$ cat src/rtl/add_sub_pkg.sv
// Shared types and constants for the pipelined add/subtract unit.
package add_sub_pkg;

    localparam int unsigned DATA_W = 32;

    localparam logic [DATA_W-1:0] SAT_POS = 32'h7FFF_FFFF;
    localparam logic [DATA_W-1:0] SAT_NEG = 32'h8000_0000;

    typedef enum logic [1:0] {
        OP_ADD = 2'b00,
        OP_SUB = 2'b01,
        OP_ADC = 2'b10,
        OP_SBB = 2'b11
    } add_op_e;

    typedef struct packed {
        logic c;
        logic v;
        logic z;
        logic n;
    } add_flags_t;

endpackage

$ cat src/rtl/carry_skip_adder_32bit.sv
// 32-bit combinational carry-skip adder: eight 4-bit ripple blocks with a
// bypass mux that forwards the block carry-in when every bit propagates.
module carry_skip_adder_32bit (
    input  logic [31:0] a,
    input  logic [31:0] b,
    input  logic        cin,
    output logic [31:0] sum,
    output logic        cout
);

    localparam int unsigned BLK_W = 4;
    localparam int unsigned N_BLK = 32 / BLK_W;

    always_comb begin
        logic [N_BLK:0] blk_c;
        logic           rip_c;
        logic           prop;
        sum      = '0;
        blk_c    = '0;
        blk_c[0] = cin;
        for (int unsigned blk = 0; blk < N_BLK; blk++) begin
            rip_c = blk_c[blk];
            prop  = 1'b1;
            for (int unsigned i = 0; i < BLK_W; i++) begin
                sum[blk*BLK_W+i] = a[blk*BLK_W+i] ^ b[blk*BLK_W+i] ^ rip_c;
                rip_c = (a[blk*BLK_W+i] & b[blk*BLK_W+i]) |
                        ((a[blk*BLK_W+i] ^ b[blk*BLK_W+i]) & rip_c);
                prop  = prop & (a[blk*BLK_W+i] ^ b[blk*BLK_W+i]);
            end
            blk_c[blk+1] = prop ? blk_c[blk] : rip_c;
        end
        cout = blk_c[N_BLK];
    end

endmodule

$ cat src/rtl/add_sub_pipe.sv
// Two-stage valid/ready add/subtract pipeline around carry_skip_adder_32bit.
// Define ADD_SUB_PIPE_SAT_EN to saturate out_sum on signed overflow.
module add_sub_pipe
    import add_sub_pkg::*;
#(
    parameter int unsigned TAG_W = 4
) (
    input  logic              clk,
    input  logic              rst_n,
    input  logic              in_valid,
    output logic              in_ready,
    input  logic [DATA_W-1:0] in_a,
    input  logic [DATA_W-1:0] in_b,
    input  logic [1:0]        in_op,
    input  logic              in_cin,
    input  logic [TAG_W-1:0]  in_tag,
    output logic              out_valid,
    input  logic              out_ready,
    output logic [DATA_W-1:0] out_sum,
    output logic              out_c,
    output logic              out_v,
    output logic              out_z,
    output logic              out_n,
    output logic [TAG_W-1:0]  out_tag
);

    logic              s1_valid;
    logic [DATA_W-1:0] s1_a;
    logic [DATA_W-1:0] s1_b_eff;
    logic              s1_cin;
    logic [TAG_W-1:0]  s1_tag;

    logic              s2_valid;
    logic [DATA_W-1:0] s2_sum;
    add_flags_t        s2_flags;
    logic [TAG_W-1:0]  s2_tag;

    logic              s2_adv;
    logic              in_fire;
    logic [DATA_W-1:0] b_cond;
    logic              cin_cond;
    logic [DATA_W-1:0] raw_sum;
    logic              raw_cout;
    logic [DATA_W-1:0] res_sum;
    add_flags_t        res_flags;

    assign s2_adv   = s1_valid && (!s2_valid || out_ready);
    assign in_ready = !s1_valid || s2_adv;
    assign in_fire  = in_valid && in_ready;

    always_comb begin
        b_cond   = in_b;
        cin_cond = 1'b0;
        case (add_op_e'(in_op))
            OP_ADD: ;
            OP_SUB: begin
                b_cond   = ~in_b;
                cin_cond = 1'b1;
            end
            OP_ADC: cin_cond = in_cin;
            OP_SBB: begin
                b_cond   = ~in_b;
                cin_cond = in_cin;
            end
            default: ;
        endcase
    end

    always_ff @(posedge clk or negedge rst_n) begin
        if (!rst_n) begin
            s1_valid <= 1'b0;
            s1_a     <= '0;
            s1_b_eff <= '0;
            s1_cin   <= 1'b0;
            s1_tag   <= '0;
        end else begin
            if (in_fire) begin
                s1_valid <= 1'b1;
                s1_a     <= in_a;
                s1_b_eff <= b_cond;
                s1_cin   <= cin_cond;
                s1_tag   <= in_tag;
            end else if (s2_adv) begin
                s1_valid <= 1'b0;
            end
        end
    end

    carry_skip_adder_32bit u_adder (
        .a    (s1_a),
        .b    (s1_b_eff),
        .cin  (s1_cin),
        .sum  (raw_sum),
        .cout (raw_cout)
    );

    // z/n are registered rather than derived from out_sum so reset can hold them at 0.
    always_comb begin
        res_flags.c = raw_cout;
        res_flags.v = (s1_a[DATA_W-1] == s1_b_eff[DATA_W-1]) &&
                      (raw_sum[DATA_W-1] != s1_a[DATA_W-1]);
`ifdef ADD_SUB_PIPE_SAT_EN
        res_sum = res_flags.v ? (s1_a[DATA_W-1] ? SAT_NEG : SAT_POS) : raw_sum;
`else
        res_sum = raw_sum;
`endif
        res_flags.z = (res_sum == '0);
        res_flags.n = res_sum[DATA_W-1];
    end

    always_ff @(posedge clk or negedge rst_n) begin
        if (!rst_n) begin
            s2_valid <= 1'b0;
            s2_sum   <= '0;
            s2_flags <= '0;
            s2_tag   <= '0;
        end else begin
            if (s2_adv) begin
                s2_valid <= 1'b1;
                s2_sum   <= res_sum;
                s2_flags <= res_flags;
                s2_tag   <= s1_tag;
            end else if (out_ready) begin
                s2_valid <= 1'b0;
            end
        end
    end

    assign out_valid = s2_valid;
    assign out_sum   = s2_sum;
    assign out_c     = s2_flags.c;
    assign out_v     = s2_flags.v;
    assign out_z     = s2_flags.z;
    assign out_n     = s2_flags.n;
    assign out_tag   = s2_tag;

endmodule
$ cat config.mk
export PLATFORM = sky130hd
export DESIGN_NAME = add_sub_pipe
export DESIGN_NICKNAME = d
export VERILOG_FILES = /design/src/rtl/add_sub_pkg.sv /design/src/rtl/carry_skip_adder_32bit.sv /design/src/rtl/add_sub_pipe.sv
export SDC_FILE = /design/constraint.sdc
export NUM_CORES = 1
export LEC_CHECK = 0
export ABC_CLOCK_PERIOD_IN_PS = 45100
export CORE_MARGIN = 2
export CORE_UTILIZATION = 40
export DETAILED_ROUTE_END_ITERATION = 8
export GPL_ROUTABILITY_DRIVEN = 0
export PLACE_DENSITY = 0.75
export SYNTH_ARGS = -nofsm -noshare
export SYNTH_HDL_FRONTEND = slang
export SYNTH_SLANG_ARGS = --single-unit
$ cat constraint.sdc
create_clock -name clk -period 45.1 [get_ports clk]
set_clock_uncertainty 0.05 [all_clocks]
set_input_delay 6.765 -clock clk [delete_from_list [all_inputs] [get_ports clk]]
set_output_delay 6.765 -clock clk [all_outputs]
set_load 0.005 [all_outputs]
# After elaboration in Yosys (flattened, before gate mapping)

Index checks and enable logic that the tools add are counted.

Output and inout bits: 42
Bits in registers: 111
Input port bits: 75
Word-level logic and storage cells: 228

Reduce and logical (&&, ||, !) cells: 12
Bitwise gates (word level): 185
Mux-type cells: 14
Equality and inequality tests: 5

Operators with widths:

| kind                 | count |
|---|---|
| $and A1 B1 Y1        | 88 |
| $xor A1 B1 Y1        | 64 |
| $logic_not A32 Y1    | 1 |
| $mux W32             | 1 |
| $not A32 Y32         | 1 |
| $or A1 B1 Y1         | 32 |
| $mux W1              | 12 |
| $eq A2 B2 Y1 const B | 2 |
| $reduce_bool A2 Y1   | 2 |
| $reduce_or A2 Y1     | 2 |
| $logic_and A1 B1 Y1  | 3 |
| $eq A2 B1 Y1 const B | 1 |
| $logic_not A1 Y1     | 2 |
| $logic_or A1 B1 Y1   | 2 |
| $pmux W1 S2          | 1 |
| $eq A1 B1 Y1         | 1 |
| $ne A1 B1 Y1         | 1 |

# Depth between registers and ports, before layout

Gate-level depths: netlist of the first run.

Depth after elaboration: 73
Depth in mapped cells: 49
Gate-level depth less buffers: 49

# Hierarchy

From an unflattened synthesis of the first run, not the netlist that was laid out.

Cells, all modules: 391
Area, all modules: 5,878.1 µm²

By module, submodules not included:

| module                 | instances | seq. area each (µm²) | cells each | area an instance (µm²) |
|---|---|---|---|---|
| add_sub_pipe           | 1         | 2,752.6              | 288        | 4,608.2 |
| carry_skip_adder_32bit | 1         | 0.0                  | 103        | 1,270.0 |

# Worst setup path before layout of the first run

Ideal clock, no wire load.

Kind: flip-flop to flip-flop
Start: register s1_a[0]
End: register s2_flags, in the netlist out_v
Period minus slack after synthesis: 14,629 ps
Path slack: 30,471 ps
Data arrival time: 14,483 ps
Stages on the path, launching flop included: 49
Library setup time: 95 ps
Required time: 44,955 ps
Path buffers: 0
Path through: dfrtp_1 -> fa_1 -> fa_1 -> fa_1 -> fa_1 -> mux2_4 -> fa_1 -> fa_1 -> fa_1 -> fa_1 -> a41oi_1 -> nor2_1 -> fa_1 -> fa_1 -> fa_1 -> fa_1 -> nand2_1 -> nand2_1 -> [... 13 more ...] -> fa_1 -> fa_1 -> fa_1 -> a41oi_1 -> o21ba_1 -> fa_1 -> fa_1 -> fa_1 -> fa_1 -> a21oi_1 -> nor2_1 -> fa_1 -> fa_1 -> fa_1 -> inv_1 -> fa_1 -> xor2_1 -> o31ai_1

Cells in the longest elaborated chain, start to end: 73
Elaborated cells between the ends (all ways): 77
Classes of those cells: 1 x eq/ne; 7 x mux; 68 x bitwise; 1 x reduce/logical

Ends and longest elaborated chain:

| what                     | line                                                       | source |
|---|---|---|
| start: declaration       | add_sub_pipe.sv:28                                         | `logic [DATA_W-1:0] s1_a;` |
| start signal: assignment | add_sub_pipe.sv:79                                         | `s1_a <= in_a;` |
| $xor A1 B1 Y1            | carry_skip_adder_32bit.sv:27, carry_skip_adder_32bit.sv:28 |  |
| $and A1 B1 Y1            | carry_skip_adder_32bit.sv:27                               | `((a[blk*BLK_W+i] ^ b[blk*BLK_W+i]) & rip_c);` |
| $or A1 B1 Y1             | carry_skip_adder_32bit.sv:26                               | `rip_c = (a[blk*BLK_W+i] & b[blk*BLK_W+i]) \|` |
| $and A1 B1 Y1            | carry_skip_adder_32bit.sv:27                               |  |
| $or A1 B1 Y1             | carry_skip_adder_32bit.sv:26                               |  |
| $and A1 B1 Y1            | carry_skip_adder_32bit.sv:27                               |  |
| $or A1 B1 Y1             | carry_skip_adder_32bit.sv:26                               |  |
| $and A1 B1 Y1            | carry_skip_adder_32bit.sv:27                               |  |
| [... 57 more ...]        | --                                                         |  |
| $or A1 B1 Y1 (*)         | carry_skip_adder_32bit.sv:26                               |  |
| $and A1 B1 Y1 (*)        | carry_skip_adder_32bit.sv:27                               |  |
| $or A1 B1 Y1 (*)         | carry_skip_adder_32bit.sv:26                               |  |
| $and A1 B1 Y1 (*)        | carry_skip_adder_32bit.sv:27                               |  |
| $or A1 B1 Y1 (*)         | carry_skip_adder_32bit.sv:26                               |  |
| $xor A1 B1 Y1 (*)        | carry_skip_adder_32bit.sv:25                               | `sum[blk*BLK_W+i] = a[blk*BLK_W+i] ^ b[blk*BLK_W+i] ^ rip_c;` |
| $ne A1 B1 Y1 (*)         | add_sub_pipe.sv:101                                        | `(raw_sum[DATA_W-1] != s1_a[DATA_W-1]);` |
| $logic_and A1 B1 Y1 (*)  | add_sub_pipe.sv:100                                        | `res_flags.v = (s1_a[DATA_W-1] == s1_b_eff[DATA_W-1]) &&` |
| end signal: assignment   | add_sub_pipe.sv:121                                        | `s2_flags <= res_flags;` |
| end: declaration         | add_sub_pipe.sv:35                                         | `add_flags_t s2_flags;` |

Every way passes the cells marked *; elsewhere a longest branch is shown, timed or not.
A chain may end at the register's enable or synchronous reset.

# Worst setup path after layout of the first run

Start: register s1_a[0]
End: register s2_flags, in the netlist out_z

Cells in the longest elaborated chain, start to end: 72
Elaborated cells between the ends (all ways): 107
Classes of those cells: 7 x mux; 99 x bitwise; 1 x reduce/logical

Ends and longest elaborated chain:

| what                  | line                                                                                     | source |
|---|---|---|
| $xor A1 B1 Y1         | carry_skip_adder_32bit.sv:25, carry_skip_adder_32bit.sv:27, carry_skip_adder_32bit.sv:28 |  |
| $and A1 B1 Y1         | carry_skip_adder_32bit.sv:27                                                             |  |
| $or A1 B1 Y1          | carry_skip_adder_32bit.sv:26                                                             |  |
| $and A1 B1 Y1         | carry_skip_adder_32bit.sv:27                                                             |  |
| $or A1 B1 Y1          | carry_skip_adder_32bit.sv:26                                                             |  |
| $and A1 B1 Y1         | carry_skip_adder_32bit.sv:27                                                             |  |
| $or A1 B1 Y1          | carry_skip_adder_32bit.sv:26                                                             |  |
| $and A1 B1 Y1         | carry_skip_adder_32bit.sv:27                                                             |  |
| [... 56 more ...]     | --                                                                                       |  |
| $and A1 B1 Y1         | carry_skip_adder_32bit.sv:27                                                             |  |
| $or A1 B1 Y1          | carry_skip_adder_32bit.sv:26                                                             |  |
| $and A1 B1 Y1         | carry_skip_adder_32bit.sv:27                                                             |  |
| $or A1 B1 Y1          | carry_skip_adder_32bit.sv:26                                                             |  |
| $and A1 B1 Y1         | carry_skip_adder_32bit.sv:27                                                             |  |
| $or A1 B1 Y1          | carry_skip_adder_32bit.sv:26                                                             |  |
| $xor A1 B1 Y1         | carry_skip_adder_32bit.sv:25                                                             |  |
| $logic_not A32 Y1 (*) | add_sub_pipe.sv:107                                                                      | `res_flags.z = (res_sum == '0);` |

Marked as above.

==> results.json, run 1 <==
{
  "antenna_found_initial": 0,
  "slowest_stage": "fa_1",
  "initial_core_util": 0.4081,
  "path_max_fanout": 3,
  "drt_wl_total_mm": 11.93,
  "yosys_warnings": 0,
  "avgSynthCellArea_um2": 13.28,
  "io_buffers": 116,
  "hold_class": "flop to flop",
  "dp_slack_ns": 29.50,
  "grt.overflow.total": 0,
  "cp.depth": 49,
  "cp.required_ns": 45.30,
  "rsz0062_at_grt": "no",
  "cp_data_arrival_time_ns": 15.81,
  "cts_buffers": 9,
  "route.vias.total": 3526,
  "synth-seq-area-share": 0.4878,
  "synth_top_family_by_area": "adder cells",
  "die_area_um2": 15070,
  "synth.most_common_cell": "dfrtp_1",
  "globalRouteTotalUtil": 0.1743,
  "multiInputGateArea_um2": 2785,
  "htreeDepth": 3,
  "drt.antenna.violating_nets": 0,
  "yosysTopAreaCellShare": 0.4878,
  "post-place-cells": 702,
  "fin_ws_ns": 29.49,
  "fin_util": 0.5210,
  "cts.clk_slew.worst_paths_ns": 0.07,
  "synth_common_cells": "110 x dfrtp_1, 71 x mux2_2, 42 x nand2_1, 34 x o21ai_0",
  "end_kind": "flop",
  "fin_cells": 718,
  "post_cts_buffers": 0,
  "status": "completed",
  "synth-seq-cells": 110,
  "slowest_delay_ns": 0.47,
  "startpoint": "s1_a[0]",
  "worstRegToRegCells": 49,
  "core.rowCount": 43,
  "drc": 0,
  "die_w_um": 122.8,
  "yosysTopAreaCell": "dfrtp_1",
  "clock_sinks": 110,
  "syn_inst": 425,
  "timing.rr.end": "out_z",
  "period_share": 0.3461,
  "final_max_slew_viol_count": 0,
  "synth_fa_ha_area_frac": 0.1845,
  "path_delay_family": "adder cells",
  "cpMostUsedCell": "fa_1",
  "drt_iter0_markers": 125,
  "die_h_um": 122.8,
  "wire_per_inst_um": 16.61,
  "yosys.area_share.simple": 0.06364,
  "async_flop_share": 1.000,
  "grt_pass1_wl_mm": 19.88,
  "grt_pass1_vias": 3907,
  "startpoint_type": "flop",
  "tritoncts": "built",
  "crit_end": "out_z",
  "yosysUniqueCellTypes": 32,
  "regArea_um2": 2753,
  "rrSetupSlack_ns": 29.49,
  "synth-edff-count": 0,
  "hold_viol": 0,
  "cap_violations": 0,
  "cp_num_buf_inv": 1,
  "antenna_cells": 0,
  "peakVddDrop_mv": 0.02460,
  "powerDensity_nw_per_um2": 48.17,
  "grt_max_degree": 103,
  "area_delta_synth_final_pct": 27.67,
  "fin_nets": 672,
  "finalSetupTns_ns": 0,
  "max_slew.worst_pin.slew_ns": 1.049,
  "vias_per_cell": 4.911,
  "setup_viol": 0,
  "crit_type": "flop to flop",
  "cts_hold_buf": 0,
  "yosys.area_share.xor_xnor": 0.05122,
  "leakagePower_nw": 3.010,
  "layout-drive-gt1-share": 0.1747,
  "dp.final_hpwl_mm": 8.954,
  "drt-pass1-iter-count": 4,
  "core_um2": 13830,
  "synth_area_um2": 5643,
  "worstReg2RegStart": "s1_a[0]",
  "synth_mux_area_frac": 0.1461,
  "ios": 117,
  "slew_headroom": 0.3009,
  "synth.area.top_cells": "dfrtp_1 49%, mux2_2 14%, fa_1 11%, ha_1 7.1%, xnor2_1 4.8%",
  "synth_flop_cell": "dfrtp_1",
  "synth_fp_nets": 564,
  "cts_buffer_depth": 2,
  "synth-compound-area-share": 0.04634,
  "fmax_ghz": 0.06407,
  "insertion_delay_ns": 0.35,
  "period_minus_slack_ns": 15.61,
  "cts_resized": 0,
  "cts_root_buf": "clkbuf_16",
  "fillers": 1189
}
final cells by class:
class,instances,area share
clock inverter,4,0.003126
tap,180,0.03126
inverter,3,0.001563
multi-input combinational,292,0.3866
timing repair buffer,117,0.1612
clock buffer,12,0.03421
sequential,110,0.3821
worst register-to-register path, delay by kind of cell, from the launching register on:
kind	cells	cell delay, ns
flops	1	0.42
mux	1	0.30
buf+inv	1	0.08
compound gates	6	1.10
simple gates	9	1.16
fa+ha+maj	32	12.43
placed cells by master (no fill, tap or decap), types with 2 or more instances in the layout:
| cell | count |
|---|---|
| a21oi_1 | 4 |
| a41oi_1 | 2 |
| buf_4 | 2 |
| clkbuf_1 | 2 |
| clkbuf_16 | 9 |
| clkdlybuf4s50_1 | 114 |
| clkinv_2 | 3 |
| dfrtp_1 | 110 |
| fa_1 | 32 |
| ha_1 | 32 |
| inv_1 | 3 |
| mux2_2 | 71 |
| nand2_1 | 40 |
| nand2b_1 | 3 |
| nand4_1 | 10 |
| nor2_1 | 8 |
| nor4_1 | 7 |
| o21ai_0 | 34 |
| o31ai_1 | 2 |
| xnor2_1 | 31 |
| xor2_1 | 2 |
through the flow:
stage	hold WS, ns	power (mW)	area [um^2]
2_1_floorplan	0.4226	0.2087	5643
6_report	0.4349	0.3471	7204
5_1_grt	0.4704	0.3728	7204
3_5_place_dp	0.4247	0.2771	6935
3_3_place_gp	0.4221	0.2712	6935
4_1_cts	0.4472	0.3522	7204
logic make-up (layout without fill, tap and decap cells):
| kind of cell | after synthesis | count (layout) |
|---|---|---|
| simple gates | 76 | 76 |
| compound gates | 46 | 46 |
| mux | 73 | 73 |
| xor+xnor | 33 | 33 |
| flops | 110 | 110 |
| buf+inv | 23 | 136 |
| fa+ha+maj | 64 | 64 |
how the worst min path moves through the flow:
stage / start / endpoint / slack (ns) / depth (start not counted)
detailed placement: out_v / out_v / 0.42 / 2
finish: out_z / out_z / 0.43 / 2
CTS: out_z / out_z / 0.45 / 2
global placement: out_v / out_v / 0.42 / 2
floorplan: out_v / out_v / 0.42 / 2
global route: out_z / out_z / 0.47 / 2
layer usage:
metal,GRT usage,wire (um),part of all wire
met2,0.2966,6120,0.51
met5,0,0,0
met1,0.2163,5040,0.42
met3,0.05112,584,0.049
met4,0.04670,180,0.015
flip-flops by register name, summed over array words and instances (netlist names):
name	cells
out_sum	32
s1_a	32
s1_b_eff	32
out_tag	4
s1_tag	4
out_c	1
out_v	1
out_valid	1
out_z	1
s1_cin	1
s1_valid	1
power breakdown:
part	internal, mW	switching (mW)	total (mW)
registers	0.125	0.0212	0.146
logic	0.0772	0.0502	0.127
clock network	0.0388	0.0347	0.0734
total	0.241	0.106	0.347
No activity file was read; power rests on OpenSTA's default activity.
==> run 2, diff against run 1 <==
--- a/config.mk
+++ b/config.mk
@@ -5,7 +5,7 @@
 export SDC_FILE = /design/constraint.sdc
 export NUM_CORES = 1
 export LEC_CHECK = 0
-export ABC_CLOCK_PERIOD_IN_PS = 45100
+export ABC_CLOCK_PERIOD_IN_PS = 15170
 export CORE_MARGIN = 2
 export CORE_UTILIZATION = 40
 export DETAILED_ROUTE_END_ITERATION = 8
==> constraint.sdc (replaced) <==
create_clock -name clk -period 15.17 [get_ports clk]
set_clock_uncertainty 0.05 [all_clocks]
set_input_delay 2.2755 -clock clk [delete_from_list [all_inputs] [get_ports clk]]
set_output_delay 2.2755 -clock clk [all_outputs]
set_load 0.005 [all_outputs]
==> run 2 against run 1 <==
- first-iteration DRC count fell by 11%
- combinational power grew to 3.3 times the previous value
- sequential cell count is the same
- sequential share of layout area shrank 1.4 points
- wire length up 3.6%
- critical endpoint unchanged
==> results.json, run 2 (synthesis results as in run 1) <==
{
  "finalSetupTns_ns": 0,
  "fin_nets": 693,
  "cp.required_ns": 15.32,
  "fillers": 1158,
  "clkPwrFrac": 0.218,
  "cpMostUsedCell": "fa_2",
  "drt-pass1-iter-count": 4,
  "drc": 0,
  "slowest_delay_ns": 0.46,
  "grt_pass1_vias": 3952,
  "crit_type": "flop to flop",
  "initial_core_util": 0.4081,
  "comb_power_share": 0.386,
  "htreeDepth": 3,
  "cts_hold_buf": 0,
  "cap_violations": 0,
  "layout.cells.most_common_list": "114 x clkdlybuf4s50_1, 110 x dfrtp_1, 71 x mux2_2",
  "powerDensity_nw_per_um2": 147.2,
  "antenna_found_initial": 0,
  "die_area_um2": 15070,
  "die_w_um": 122.8,
  "slew_headroom": 0.2757,
  "startpoint_type": "flop",
  "p_sw_frac": 0.2996,
  "insertion_delay_ns": 0.36,
  "m1WireLength_mm": 5.273,
  "hold_class": "flop to flop",
  "top_layer": "met4",
  "fmax_ghz": 0.06823,
  "grt.overflow.total": 0,
  "setup_viol": 0,
  "vias_per_cell": 4.951,
  "p_sw_mw": 0.3300,
  "status": "completed",
  "dr_wl_met3_um": 525,
  "ios": 117,
  "drt.antenna.violating_nets": 0,
  "period_share": 0.9662,
  "drt_wl_total_mm": 12.35,
  "cp_data_arrival_time_ns": 14.81,
  "globalRouteTotalUtil": 0.1761,
  "path_max_fanout": 3,
  "dr_wl_met2_mm": 6.280,
  "layout_commonest_cell": "clkdlybuf4s50_1",
  "tritoncts": "built",
  "end_kind": "flop",
  "dp.final_hpwl_mm": 8.721,
  "cts_root_buf": "clkbuf_16",
  "fin_util": 0.5412,
  "area_delta_synth_final_pct": 32.62,
  "io_buffers": 116,
  "peakVddDrop_mv": 0.07444,
  "rsz0062_at_grt": "no",
  "layout-drive-gt1-share": 0.2540,
  "hold_viol": 0,
  "cts_buffers": 9,
  "final_max_slew_viol_count": 0,
  "antenna_cells": 0,
  "drt_iter0_markers": 111,
  "cellInternalPower_mw": 0.7715,
  "leakagePower_nw": 3.119,
  "finalPower_mw": 1.101,
  "route.vias.total": 3659,
  "core.rowCount": 43,
  "pwr-share-seq": 0.396,
  "max_slew.worst_pin.slew_ns": 1.086,
  "grt_pass1_wl_mm": 20.08,
  "cts_buffer_depth": 2,
  "grt_max_degree": 103,
  "cts.clk_slew.worst_paths_ns": 0.07,
  "clock_sinks": 110,
  "die_h_um": 122.8,
  "core_um2": 13830,
  "slowest_stage": "fa_2",
  "wire_per_inst_um": 16.72,
  "period_minus_slack_ns": 14.66
}
run 2: cell types whose count changed in the layout (fill, tap and decap cells not counted), moves of 2 or more:
| cell | change |
|---|---|
| a41oi_1 | -2 |
| a41oi_2 | +2 |
| buf_4 | +21 |
| fa_1 | -20 |
| fa_2 | +20 |
run 2: per-stage QoR:
step | hold slack, ns | instances | cell area (um^2) | setup WS (ns)
detailed placement | 0.4383 | 706 | 6965 | -0.2660
finish | 0.4529 | 739 | 7483 | 0.5126
floorplan | 0.4226 | 425 | 5643 | 0.5415
global placement | 0.4295 | 706 | 6965 | 0.1342
global route | 0.4719 | 739 | 7483 | 0.06862
CTS | 0.4540 | 739 | 7437 | 0.04115
run 2: worst max-delay path: cells and delay by family, from the launching register on:
kind                       cells  cell delay (ns)
adders and majority gates     28            10.24
AOI/OAI and AO/OA              6             0.87
buffers and inverters         19             1.74
muxes                          1             0.29
DFF                            1             0.42
and+or+nand+nor                8             0.86
run 2: layout make-up:
type,instances,area [um^2],area share
multi-input combinational,292,2874,0.3840
sequential,110,2753,0.3678
timing repair buffer,138,1319,0.1762
clock buffer,12,256.5,0.03428
tap,180,225.2,0.03010
clock inverter,4,45.04,0.006019
inverter,3,11.26,0.001505
run 2: path summary, 6_finish.rpt:
check / slack (ns) / startpoint / end / cells after the start
worst max-delay path: 0.51 / s1_a[0] / out_z / 62
worst min-delay path: 0.45 / s1_tag[1] / out_tag[1] / 1
worst max register to register: 0.51 / s1_a[0] / out_z / 62
worst min register to register: 0.45 / s1_tag[1] / out_tag[1] / 1
max in group asynchronous: 11.97 / rst_n / s1_a[18] / 2
min in group asynchronous: 1.87 / rst_n / out_tag[0] / 1
run 2: power by group through the flow:
stage / logic, mW / clock network, mW / registers, mW
CTS: 0.420 / 0.246 / 0.436
detailed placement: 0.385 / 0 / 0.441
global route: 0.471 / 0.259 / 0.447
global placement: 0.374 / 0 / 0.437
finish: 0.425 / 0.241 / 0.436
floorplan: 0.191 / 0 / 0.429
run 2: routing by layer:
metal,vias up,track usage
met5,-,0
met4,0,0.07328
met3,18,0.03532
met2,76,0.2983
met1,1863,0.2195
li1,1702,-
run 2: repair_timing:
item | in CTS | in global routing
gates cloned | 0 | 0
gates resized for setup | 11 | 16
pin swaps | 2 | 3
endpoints found under the setup margin | 3 | 5
setup buffers | 17 | 0
==> run 3, diff against run 2 <==
--- a/config.mk
+++ b/config.mk
@@ -7,10 +7,10 @@
 export LEC_CHECK = 0
 export ABC_CLOCK_PERIOD_IN_PS = 15170
 export CORE_MARGIN = 2
-export CORE_UTILIZATION = 40
+export CORE_UTILIZATION = 38
 export DETAILED_ROUTE_END_ITERATION = 8
 export GPL_ROUTABILITY_DRIVEN = 0
-export PLACE_DENSITY = 0.75
+export PLACE_DENSITY = 0.72
 export SYNTH_ARGS = -nofsm -noshare
 export SYNTH_HDL_FRONTEND = slang
 export SYNTH_SLANG_ARGS = --single-unit
==> run 3 against run 2 <==
- via count is 1.2% lower
- final cell count rose by 0.54%
- first-iteration DRC count grew 32%
- global-route usage fell by 1.1 points
- count of clock-buffer cells in the layout down 1
- setup slack worse by 0.025 ns
- die area grew 5.1%
- largest cell class unchanged
- largest power group unchanged
- highest routed layer unchanged
==> results.json, run 3 (synthesis results as in run 1) <==
{
  "fin_util": 0.5162,
  "die_w_um": 125.9,
  "dp_slack_ns": -0.2823,
  "area_delta_synth_final_pct": 32.95,
  "slowest_delay_ns": 0.46,
  "cts.clk_slew.worst_paths_ns": 0.07,
  "layout_commonest_cell": "clkdlybuf4s50_1",
  "drc": 0,
  "antenna_found_initial": 0,
  "io_buffers": 116,
  "slew_headroom": 0.3026,
  "hold_class": "flop to flop",
  "gr-usage-met1": 0.1944,
  "dp.final_hpwl_mm": 8.912,
  "drt-pass1-iter-count": 4,
  "fin_nets": 693,
  "cts_hold_buf": 0,
  "peakVddDrop_mv": 0.05749,
  "tritoncts": "built",
  "cp_data_arrival_time_ns": 14.84,
  "cp.required_ns": 15.32,
  "core.rowCount": 44,
  "drt_iter0_markers": 147,
  "fmax_ghz": 0.06811,
  "drt.antenna.violating_nets": 0,
  "fin_cells": 743,
  "setup_viol": 0,
  "die_h_um": 125.9,
  "startpoint_type": "flop",
  "slowest_stage": "fa_1",
  "status": "completed",
  "clock_sinks": 110,
  "wire_per_inst_um": 16.56,
  "cts_buffers": 9,
  "grt_pass1_wl_mm": 20.38,
  "max_slew.worst_pin.slew_ns": 1.046,
  "cts_root_buf": "clkbuf_16",
  "route.vias.total": 3615,
  "layout.cells.most_common_list": "114 x clkdlybuf4s50_1, 110 x dfrtp_1, 71 x mux2_2",
  "cts_buffer_depth": 2,
  "path_max_fanout": 3,
  "htreeDepth": 3,
  "post-place-cells": 710,
  "insertion_delay_ns": 0.36,
  "drt_wl_total_mm": 12.31,
  "fin_ws_ns": 0.4877,
  "powerDensity_nw_per_um2": 149.0,
  "vias_per_cell": 4.865,
  "grt_max_degree": 103,
  "initial_core_util": 0.3883,
  "period_minus_slack_ns": 14.68,
  "fin_area_um2": 7502,
  "crit_type": "flop to flop",
  "leakagePower_nw": 3.127,
  "ios": 117,
  "grt.overflow.total": 0,
  "end_kind": "flop",
  "worstRegToRegCells": 62,
  "grt_pass1_vias": 4003,
  "die_area_um2": 15840,
  "period_share": 0.9679,
  "hold_depth": 2,
  "grt-busiest-layer": "met2",
  "cpMostUsedCell": "buf_4",
  "cap_violations": 0,
  "final_max_slew_viol_count": 0,
  "met2_usage": 0.2884,
  "placed_area_um2": 6970,
  "globalRouteTotalUtil": 0.1650,
  "hold_viol": 0,
  "layout-drive-gt1-share": 0.2487,
  "core_um2": 14530,
  "antenna_cells": 0,
  "grt_util_met3": 0.05353,
  "fillers": 1301,
  "finalPower_mw": 1.118
}
==> run 3: path summary, 6_finish.rpt <==
kind	start	endpoint	slack, ns
worst max-delay path	s1_a[0]	out_z	0.49
worst min-delay path	out_z	out_z	0.43
worst max register to register	s1_a[0]	out_z	0.49
worst min register to register	out_z	out_z	0.43
max in group asynchronous	rst_n	s1_b_eff[19]	11.96
min in group asynchronous	rst_n	out_tag[0]	1.87
==> run 3: what timing repair did <==
action / 4_1_cts / 5_1_grt
endpoints found under the hold margin: 0 / 0
resized for setup: 9 / 13
setup buffers: 17 / 0
pin swaps: 1 / 3
endpoints found under the setup margin: 3 / 5
==> run 3: final cells by class <==
cell class | instances | area, um^2 | area share
multi-input combinational | 292 | 2855 | 0.3806
clock inverter | 5 | 81.33 | 0.01084
timing repair buffer | 138 | 1319 | 0.1758
clock buffer | 11 | 252.7 | 0.03369
tap | 184 | 230.2 | 0.03069
inverter | 3 | 11.26 | 0.001501
sequential | 110 | 2753 | 0.3669
==> run 3: per-layer routing <==
layer | share of wire | up-vias | routed length (um)
li1 | - | 1693 | -
met1 | 0.40 | 1811 | 4972
met2 | 0.52 | 92 | 6431
met3 | 0.055 | 19 | 675
met4 | 0.019 | 0 | 228
met5 | 0 | - | 0
==> run 3: per-stage QoR <==
step | hold slack (ns) | TNS (ns)
after detailed placement | 0.4235 | -0.6421
after global placement | 0.4286 | 0
after floorplan | 0.4226 | 0
final | 0.4340 | 0
after global routing | 0.4749 | -0.06600
after CTS | 0.4404 | 0
==> run 3: where the power goes <==
part / internal, mW / leakage, nW / switching, mW / total, mW
logic: 0.261 / 1.66 / 0.159 / 0.420
clock network: 0.154 / 0.162 / 0.107 / 0.261
registers: 0.372 / 1.31 / 0.0660 / 0.438
==> run 3: critical path: cells and delay by family, from the launching register on <==
kind	cells	cell delay, ns
compound gates	6	0.85
buf+inv	19	1.72
fa+ha+maj	28	10.36
flops	1	0.40
simple gates	8	0.89
mux	1	0.28
